===== config.mk =====
export PLATFORM = sky130hd
export DESIGN_NAME = cardinal_nic_flat
export DESIGN_NICKNAME = d
export VERILOG_FILES = /design/src/rtl/cardinal_nic_pkg.sv /design/src/rtl/cardinal_nic_if.sv /design/src/rtl/cardinal_nic_channel_buf.sv /design/src/rtl/cardinal_nic.sv /design/src/flat_wrapper.sv
export SDC_FILE = /design/constraint.sdc
export NUM_CORES = 1
export LEC_CHECK = 0
export CAP_MARGIN = 10
export CELL_PAD_IN_SITES_DETAIL_PLACEMENT = 1
export CELL_PAD_IN_SITES_GLOBAL_PLACEMENT = 1
export CORE_MARGIN = 8
export CORE_UTILIZATION = 31
export DETAILED_ROUTE_END_ITERATION = 12
export MAX_ROUTING_LAYER = met4
export PLACE_DENSITY_LB_ADDON = 0.25
export SLEW_MARGIN = 25
export SYNTH_ARGS = -nofsm -noshare
export SYNTH_HDL_FRONTEND = slang
export SYNTH_SLANG_ARGS = --single-unit
export TNS_END_PERCENT = 30

===== constraint.sdc =====
create_clock -name clk -period 1.8 [get_ports clk]
set_input_delay 0.18 -clock clk [delete_from_list [all_inputs] [get_ports clk]]
set_output_delay 0.18 -clock clk [all_outputs]
set_load 0.1 [all_outputs]

===== src/rtl/cardinal_nic_pkg.sv =====
// Shared constants, types and status-word helper for the cardinal NIC.
// Optional feature macro used by the NIC: NIC_ERR_STATUS_EN.
package cardinal_nic_pkg;

    localparam int DATA_WIDTH = 64;
    localparam int ADDR_WIDTH = 2;

    localparam int VC_BIT   = 0;
    localparam int FULL_BIT = 63;
    localparam int ERR_BIT  = 62;

    typedef enum logic [ADDR_WIDTH-1:0] {
        NIC_IN_BUF   = 2'b00,
        NIC_IN_STAT  = 2'b01,
        NIC_OUT_BUF  = 2'b10,
        NIC_OUT_STAT = 2'b11
    } nic_addr_e;

    // Words are big-endian numbered: bit 0 is the MSB, bit 63 the LSB.
    typedef logic [0:DATA_WIDTH-1] word_t;

    function automatic word_t make_status(input logic full, input logic err);
        word_t w;
        w           = '0;
        w[FULL_BIT] = full;
        w[ERR_BIT]  = err;
        return w;
    endfunction

endpackage


===== src/rtl/cardinal_nic_if.sv =====
// Processor load/store bus and router local-port handshake of the cardinal NIC.
// master = processor + router side, slave = NIC.
interface cardinal_nic_if;
    import cardinal_nic_pkg::*;

    logic [0:ADDR_WIDTH-1] addr;
    word_t                 d_in;
    word_t                 d_out;
    logic                  nicEn;
    logic                  nicWrEn;

    logic                  net_si;
    logic                  net_ri;
    word_t                 net_di;
    logic                  net_so;
    logic                  net_ro;
    word_t                 net_do;
    logic                  net_polarity;

    modport master (
        output addr, d_in, nicEn, nicWrEn, net_si, net_di, net_ro, net_polarity,
        input  d_out, net_ri, net_so, net_do
    );

    modport slave (
        input  addr, d_in, nicEn, nicWrEn, net_si, net_di, net_ro, net_polarity,
        output d_out, net_ri, net_so, net_do
    );

endinterface


===== src/rtl/cardinal_nic_channel_buf.sv =====
// One-entry channel buffer with full flag; load wins over clear (they are
// mutually exclusive in use, since load needs empty and clear needs full).
module nic_channel_buf
    import cardinal_nic_pkg::*;
(
    input  logic  clk,
    input  logic  reset,
    input  logic  load,
    input  logic  clear,
    input  word_t d,
    output word_t q,
    output logic  full
);

    always_ff @(posedge clk or negedge reset) begin
        if (!reset) begin
            q    <= '0;
            full <= 1'b0;
        end else if (load) begin
            q    <= d;
            full <= 1'b1;
        end else if (clear) begin
            full <= 1'b0;
        end
    end

endmodule


===== src/rtl/cardinal_nic.sv =====
// Cardinal NIC top: input/output channel buffers, register map, router handshake.
// Define NIC_ERR_STATUS_EN to add sticky error flags at status bit 62.
module cardinal_nic
    import cardinal_nic_pkg::*;
(
    input  logic           clk,
    input  logic           reset,
    cardinal_nic_if.slave  nic
);

    word_t     in_buf;
    word_t     out_buf;
    logic      in_full;
    logic      out_full;
    logic      in_err;
    logic      out_err;
    logic      rd;
    logic      wr;
    nic_addr_e sel;

    assign sel = nic_addr_e'(nic.addr);
    assign rd  = nic.nicEn & ~nic.nicWrEn;
    assign wr  = nic.nicEn &  nic.nicWrEn;

    assign nic.net_ri = ~in_full;
    assign nic.net_so = out_full & nic.net_ro & (out_buf[VC_BIT] == nic.net_polarity);
    assign nic.net_do = out_buf;

    nic_channel_buf u_in_buf (
        .clk   (clk),
        .reset (reset),
        .load  (nic.net_si & ~in_full),
        .clear (rd && (sel == NIC_IN_BUF) && in_full),
        .d     (nic.net_di),
        .q     (in_buf),
        .full  (in_full)
    );

    // A store into a full output buffer is dropped even if it drains this cycle.
    nic_channel_buf u_out_buf (
        .clk   (clk),
        .reset (reset),
        .load  (wr && (sel == NIC_OUT_BUF) && !out_full),
        .clear (nic.net_so),
        .d     (nic.d_in),
        .q     (out_buf),
        .full  (out_full)
    );

`ifdef NIC_ERR_STATUS_EN
    // Sticky flags; a status read returns the set value and clears it at the edge.
    always_ff @(posedge clk or negedge reset) begin
        if (!reset) begin
            in_err  <= 1'b0;
            out_err <= 1'b0;
        end else begin
            if (rd && (sel == NIC_IN_BUF) && !in_full)
                in_err <= 1'b1;
            else if (rd && (sel == NIC_IN_STAT))
                in_err <= 1'b0;
            if (wr && (sel == NIC_OUT_BUF) && out_full)
                out_err <= 1'b1;
            else if (rd && (sel == NIC_OUT_STAT))
                out_err <= 1'b0;
        end
    end
`else
    assign in_err  = 1'b0;
    assign out_err = 1'b0;
`endif

    always_comb begin
        nic.d_out = '0;
        case (sel)
            NIC_IN_BUF:   nic.d_out = in_buf;
            NIC_IN_STAT:  nic.d_out = make_status(in_full, in_err);
            NIC_OUT_BUF:  nic.d_out = '0;
            NIC_OUT_STAT: nic.d_out = make_status(out_full, out_err);
            default:      nic.d_out = '0;
        endcase
    end

endmodule


===== src/flat_wrapper.sv =====
// flat-port wrapper written by rule: the top's interface ports become plain ports
module cardinal_nic_flat import cardinal_nic_pkg::*;
  (clk, reset, nic_addr, nic_d_in, nic_nicEn, nic_nicWrEn, nic_net_si, nic_net_di, nic_net_ro, nic_net_polarity, nic_d_out, nic_net_ri, nic_net_so, nic_net_do);
  cardinal_nic_if nic_i ();
  input  logic clk;
  input  logic reset;
  input wire logic [$bits(nic_i.addr)-1:0] nic_addr;
  input wire logic [$bits(nic_i.d_in)-1:0] nic_d_in;
  input wire logic [$bits(nic_i.nicEn)-1:0] nic_nicEn;
  input wire logic [$bits(nic_i.nicWrEn)-1:0] nic_nicWrEn;
  input wire logic [$bits(nic_i.net_si)-1:0] nic_net_si;
  input wire logic [$bits(nic_i.net_di)-1:0] nic_net_di;
  input wire logic [$bits(nic_i.net_ro)-1:0] nic_net_ro;
  input wire logic [$bits(nic_i.net_polarity)-1:0] nic_net_polarity;
  output wire logic [$bits(nic_i.d_out)-1:0] nic_d_out;
  output wire logic [$bits(nic_i.net_ri)-1:0] nic_net_ri;
  output wire logic [$bits(nic_i.net_so)-1:0] nic_net_so;
  output wire logic [$bits(nic_i.net_do)-1:0] nic_net_do;
  assign nic_i.addr = nic_addr;
  assign nic_i.d_in = nic_d_in;
  assign nic_i.nicEn = nic_nicEn;
  assign nic_i.nicWrEn = nic_nicWrEn;
  assign nic_i.net_si = nic_net_si;
  assign nic_i.net_di = nic_net_di;
  assign nic_i.net_ro = nic_net_ro;
  assign nic_i.net_polarity = nic_net_polarity;
  assign nic_d_out = nic_i.d_out;
  assign nic_net_ri = nic_i.net_ri;
  assign nic_net_so = nic_i.net_so;
  assign nic_net_do = nic_i.net_do;
  cardinal_nic u_core (.clk(clk), .reset(reset), .nic(nic_i));
endmodule

==> key figures, run 1 <==
STA
  – Worst Max-Slew Pin Slew: between 0.4 and 0.5 ns
  – Clock skew: around 0.0081 ns
  – Tcrit/Tclk final: 0.926
  – RSZ-0062 raised after global routing: false
  – # setup viols final: 0
  – Crit path time final: roughly 1.7 ns
  – Maximum clock rate: 600 MHz
  – Post-route setup TNS: 0 ns
  – Slew HR: 0.667
  – Fin. max-slew vios: 0
  – Final setup margin: about 0.13 ns
  – Final hold violations: 0

Final layout
  – Fraction of layout cells with a size suffix above 1: 0.408
  – Fill count: roughly 1,700
  – Most frequent cells in the layout: 133 x clkdlybuf4s50_1, 130 x dfrtp_1, 77 x mux2_2
  – Syn-to-layout area delta: 79.9%
  – Antenna Cells: 0
  – Commonest non-fill, non-tap cell in the layout: clkdlybuf4s50_1
  – NumNets Final: a little under 800

Worst setup path
  – CP max-delay cell: dfrtp_1
  – Crit-path cells: inv_1 > o21ai_0 > a22o_2 > buf_12
  – Startpoint types: flip-flop
  – WP data arrival: ~1.5 ns
  – Slowest stage delay, CP: about 0.41 ns
  – WP buf/inv: 2
  – Top delay family on crit path: flip-flops
  – Worst setup EP type: output port
  – Crit Path Max Fanout: 3
  – CP required: about 1.6 ns
  – CP Class: reg2out

Global route
  – Met2 usage: 0.265
  – Initial antenna violation count: 0
  – Largest net degree at the start of global routing: between 60 and 70
  – GRT Residual Overflow: 0
  – Vias in the first global route: between 4,000 and 5,000
  – Met1 Use GR: 0.190
  – GR Util All Layers: 0.170
  – Gr busiest metal: met2
  – Grt met3 use: 0.0766
  – First-pass GRT wire length: ~27 mm

Logic synthesis
  – Cell variety after synth: 20
  – Syn Std Cell Area: 5330 um2
  – Seq cells post-synth: 130
  – Mapped Nets: 491
  – Synthesized area per cell: between 15 and 20 um2
  – Largest area contributor in the netlist: dfrtp_1
  – Post-synthesis cell count: ~350
  – Largest cells by area after synthesis: dfrtp_1 61%, mux2_2 16%, mux2_1 11%
  – Post-synthesis sequential area ratio: 0.610
  – Post-synth top area share: 0.610
  – Synth warn: 0

Detailed routing
  – Routed Antenna Nets: 0
  – Vias: 4,011
  – Pre-Repair DR Iteration Count: 4
  – Routed vias/inst: around 4.6
  – First-iteration detailed-routing DRC count: 73
  – Post-Route WL: approximately 18 mm
  – DRC violations left: 0
  – DR WL/cell: 21.0 um

Floorplanning
  – Ports: between 200 and 300
  – Die ar.: roughly 22,000 um2
  – Rows: 48
  – CORE AREA: 17,100 um2
  – Initial Util: 0.312
  – Die width: about 150 um
  – Die height: ~150 um

Outcome
  – Outcome: completed

Placed design
  – Setup WS pre-CTS: -0.00360 ns
  – Final HPWL DP: 13.9 mm
  – Routability congestion estimate: 0.746
  – Buffers on Ports: around 270

Job
  – Maximum Capacitance Violations: 0

Clocking
  – H-tree depth: 4
  – Clock sink count: 130
  – Clock Pin Slew Worst Setup and Hold Paths: 0.06 ns
  – Clock Latency Late Sink: around 0.4 ns
  – Root Buffer: clkbuf_16
  – Cts bufs inserted: 17
  – CTS tree: done
  – Clock buffer depth: 2

Worst hold path
  – Hold Crit Class: in2reg
final cells by class:
cell class                 instances  area (um2)  area share
timing repair buffer             285        3430       0.358
clock inverter                    11         175      0.0183
tap                              225         282      0.0294
inverter                           2        7.51    0.000783
clock buffer                      21         470      0.0491
multi-input combinational        203        1970       0.205
sequential                       130        3250       0.339
cell families (layout without fill, tap and decap cells):
family | after synthesis | after routing | share of synthesized area
compound gates | 4 | 4 | 0.00493
xor+xnor | 1 | 1 | 0.00164
buf+inv | 21 | 319 | 0.0249
flops | 130 | 130 | 0.610
mux | 128 | 128 | 0.270
simple gates | 70 | 70 | 0.0876
layer usage:
layer | up-vias | wire, um | part of all wire
li1 | 1781 | - | -
met1 | 2005 | 7400 | 0.40
met2 | 206 | 8980 | 0.49
met3 | 19 | 1770 | 0.096
met4 | 0 | 280 | 0.015
met5 | - | 0 | 0
Yosys cell counts:
cell      number
dfrtp_1      130
mux2_2        77
and2_1        63
mux2_1        51
buf_2          7
buf_6          6
clkbuf_1       6
inv_1          2
a21oi_1        1
a22o_1         1
and3_1         1
nand2_1        1
nand4b_4       1
nor2_1         1
nor2_8         1
nor2b_1        1
nor4b_1        1
o21ai_0        1
o21bai_1       1
xnor2_1        1
worst reg2reg max path, stage by stage (launching register included):
cell     delay [ns]
dfrtp_1        0.41
nor2b_4        0.18
buf_12         0.27
mux2_2         0.41
registers in the layout, summed over array words and instances, names as in the netlist:
| signal | count |
|---|---|
| u_core.u_out_buf.full | 1 |
| u_core.u_out_buf.q | 64 |
| u_core.u_in_buf.full | 1 |
| u_core.u_in_buf.q | 64 |
final timing paths:
check	startpoint	slack, ns	depth (start not counted)	to
max	u_core.u_in_buf.full	0.13	4	nic_d_out[0]
max reg2reg	u_core.u_in_buf.full	0.42	3	u_core.u_in_buf.q[52]
min reg2reg	u_core.u_out_buf.q[46]	0.49	1	u_core.u_out_buf.q[46]
max in group asynchronous	reset	0.85	3	u_core.u_out_buf.q[11]
min in group asynchronous	reset	0.29	2	u_core.u_in_buf.q[5]
min	nic_addr[1]	0.16	3	u_core.u_out_buf.full
per-stage QoR:
| stage | area (um2) | util | hold WS (ns) | instances |
|---|---|---|---|---|
| after floorplan | 5330 | - | -0.116 | 354 |
| after global placement | 8820 | 0.517 | 0.180 | 839 |
| after detailed placement | 8820 | 0.517 | 0.190 | 839 |
| after CTS | 9480 | 0.556 | 0.287 | 872 |
| after global routing | 9580 | 0.562 | 0.160 | 877 |
| final | 9580 | 0.562 | 0.165 | 877 |
timing repair:
item / CTS / global route
endpoints found under the hold margin: 32 / 0
pin swaps: 0 / 1
gates cloned: 0 / 3
setup endpoints to repair: 6 / 62
gates resized for setup: 1 / 5
buffers inserted: 0 / 2
hold buffers: 1 / 0
Power of run 1 is left out: the tool's default activity adds up to more than one toggle a clock period on the data nets, which glitch-free logic cannot reach.
==> run 2, diff against run 1 <==
- CELL_PAD_IN_SITES_DETAIL_PLACEMENT: 1 -> default
- CELL_PAD_IN_SITES_GLOBAL_PLACEMENT: 1 -> default
- CORE_UTILIZATION: 31 -> 39
- GPL_TIMING_DRIVEN: default -> 0
==> run 2 against run 1 <==
Against the previous run:
- register-to-register slack worse by 0.19 ns
- critical path depth down 3
- cell area is 9.0% lower
- largest cell class is now flip-flops and latches
==> key figures, run 2 (synthesis gave the netlist of run 1 again) <==
Global route
  – Initial antenna violation count: 1 (was 0)
  – Largest net degree at the start of global routing: 78 (was 63)
  – Vias in the first global route: 4,493 (was 4,668)
  – GRT Residual Overflow: 0 (unchanged)
  – First-pass GRT wire length: 25.3 mm (was 27.4 mm)
  – GR Util All Layers: 0.194 (was 0.170)

Job
  – Maximum Capacitance Violations: 0 (unchanged)

Floorplanning
  – Die ar.: 17,700 um2 (was 21,600 um2)
  – Die height: 133 um (was 147 um)
  – Rows: 42 (was 48)
  – Die width: 133 um (was 147 um)
  – CORE AREA: 13,300 um2 (was 17,100 um2)
  – Ports: 267 (unchanged)
  – Initial Util: 0.401 (was 0.312)

Final layout
  – Area of the multi-input gates: 1960 um2 (was 1970 um2)
  – NumNets Final: 781 (was 776)
  – Fill count: 1,050 (was 1,667)
  – Most frequent cells in the layout: 133 x clkdlybuf4s50_1, 129 x dfrtp_1, 77 x mux2_2 (was 133 x clkdlybuf4s50_1, 130 x dfrtp_1, 77 x mux2_2)
  – Syn-to-layout area delta: 63.7% (was 79.9%)
  – Commonest non-fill, non-tap cell in the layout: clkdlybuf4s50_1 (unchanged)
  – Final core occ: 0.656 (was 0.562)
  – Reg area: 3250 um2 (about the same)
  – Fraction of layout cells with a size suffix above 1: 0.403 (was 0.408)
  – Biggest regs: u_core.u_in_buf.q: 64 flops, u_core.u_out_buf.q: 64 flops (unchanged)

STA
  – Clock skew: 0.00859 ns (was 0.00805 ns)
  – Maximum clock rate: 569 MHz (was 600 MHz)
  – Slew HR: 0.359 (was 0.667)
  – Final hold violations: 0 (unchanged)
  – RSZ-0062 raised after global routing: false (unchanged)
  – Crit path time final: 1.76 ns (was 1.67 ns)
  – Worst Max-Slew Pin Slew: 0.966 ns (was 0.499 ns)
  – Tcrit/Tclk final: 0.976 (was 0.926)
  – Fin. max-slew vios: 0 (unchanged)
  – # setup viols final: 0 (unchanged)

Worst setup path
  – Slowest stage delay, CP: 0.83 ns (was 0.41 ns)
  – Worst setup EP type: output port (unchanged)
  – Top delay family on crit path: buffers and inverters (was flip-flops)
  – Startpoint types: flip-flop (unchanged)
  – RR Startpoint: u_core.u_in_buf.full (unchanged)
  – CP Class: reg2out (unchanged)
  – Crit Path Max Fanout: 2 (was 3)
  – CP required: 1.62 ns (about the same)
  – Worst setup path startpoint: u_core.u_out_buf.q[32] (was u_core.u_in_buf.full)
  – CP max-delay cell: clkdlybuf4s15_1 (was dfrtp_1)
  – WP data arrival: 1.58 ns (was 1.49 ns)
  – WP buf/inv: 1 (was 2)
  – Crit-path cells: clkdlybuf4s15_1 (was inv_1 > o21ai_0 > a22o_2 > buf_12)

Detailed routing
  – Pre-Repair DR Iteration Count: 4 (unchanged)
  – DRC violations left: 0 (unchanged)
  – Vias: 3,886 (was 4,011)
  – Post-Route WL: 16.2 mm (was 18.4 mm)
  – Routed vias/inst: 4.66 (was 4.57)
  – First-iteration detailed-routing DRC count: 103 (was 73)
  – Routed Antenna Nets: 0 (unchanged)
  – DR WL/cell: 19.4 um (was 21.0 um)

Worst hold path
  – Hold Crit Class: in2reg (unchanged)
  – Hold_sp: nic_addr[0] (was nic_addr[1])

Outcome
  – Outcome: completed (unchanged)

Clocking
  – Clock Pin Slew Worst Setup and Hold Paths: 0.06 ns (about the same)
  – Root Buffer: clkbuf_16 (unchanged)
  – Clock sink count: 130 (unchanged)
  – CTS tree: done (unchanged)
  – Clock Latency Late Sink: 0.41 ns (about the same)
  – Cts bufs inserted: 17 (unchanged)
  – H-tree depth: 4 (unchanged)
  – Clock buffer depth: 2 (unchanged)

Placed design
  – Final HPWL DP: 12.5 mm (was 13.9 mm)
  – Routability congestion estimate: 0.738 (was 0.746)
  – Buffers on Ports: 266 (unchanged)
## run 2: changes by cell type in the layout (fill, tap and decap cells not counted), sizes merged, moves of 2 or more
cell / delta
buf: -67
clkdlybuf4s15: +34
bufinv: -3
dlygate4sd2: +2
dlymetal6s2s: -2
inv: -2
clkbuf: +40
## run 2: metrics by stage
step,cells,setup slack (ns),instance area [um2],setup TNS (ns),hold WS [ns]
floorplan,354,-0.0636,5330,-0.0925,-0.116
global placement,796,-4.47,8210,-674.02,0.468
detailed placement,797,-1.61,8250,-96.45,0.202
CTS,833,0.000611,8880,0,0.320
global route,834,0.000931,8720,0,0.346
finish,834,0.0425,8720,0,0.328
## run 2: repair_timing
action	in CTS	in global routing
gates cloned	0	0
buffers inserted	3	0
endpoints found under the setup margin	130	37
pin swaps	1	0
hold buffers	1	0
resized for setup	583	37
hold endpoints to repair	76	0
## run 2: final cells by class
type,count,area share
sequential,130,0.373
timing repair buffer,271,0.293
multi-input combinational,203,0.224
clock buffer,24,0.0575
tap,176,0.0253
buffer,19,0.0174
clock inverter,8,0.00875
inverter,2,0.000861
antenna,1,0.000287
## run 2: final timing paths
kind	cells past startpoint	to	slack (ns)
worst max-delay path	1	nic_net_do[32]	0.04
max in group asynchronous	3	u_core.u_out_buf.q[55]	0.79
worst min-delay path	3	u_core.u_in_buf.full	0.33
worst max register to register	4	u_core.u_in_buf.q[36]	0.23
worst min register to register	1	u_core.u_out_buf.q[20]	0.48
min in group asynchronous	2	u_core.u_in_buf.q[5]	0.34
## run 2: per-layer routing
metal  global-route usage  vias up  wire (um)
met2                0.306      197       7760
met1                0.200     1878       6240
met4               0.0580        0        157
met3                0.114       12       2010
met5                    -        -          0
li1                     -     1799          -
Power of run 2 is left out for the same reason.
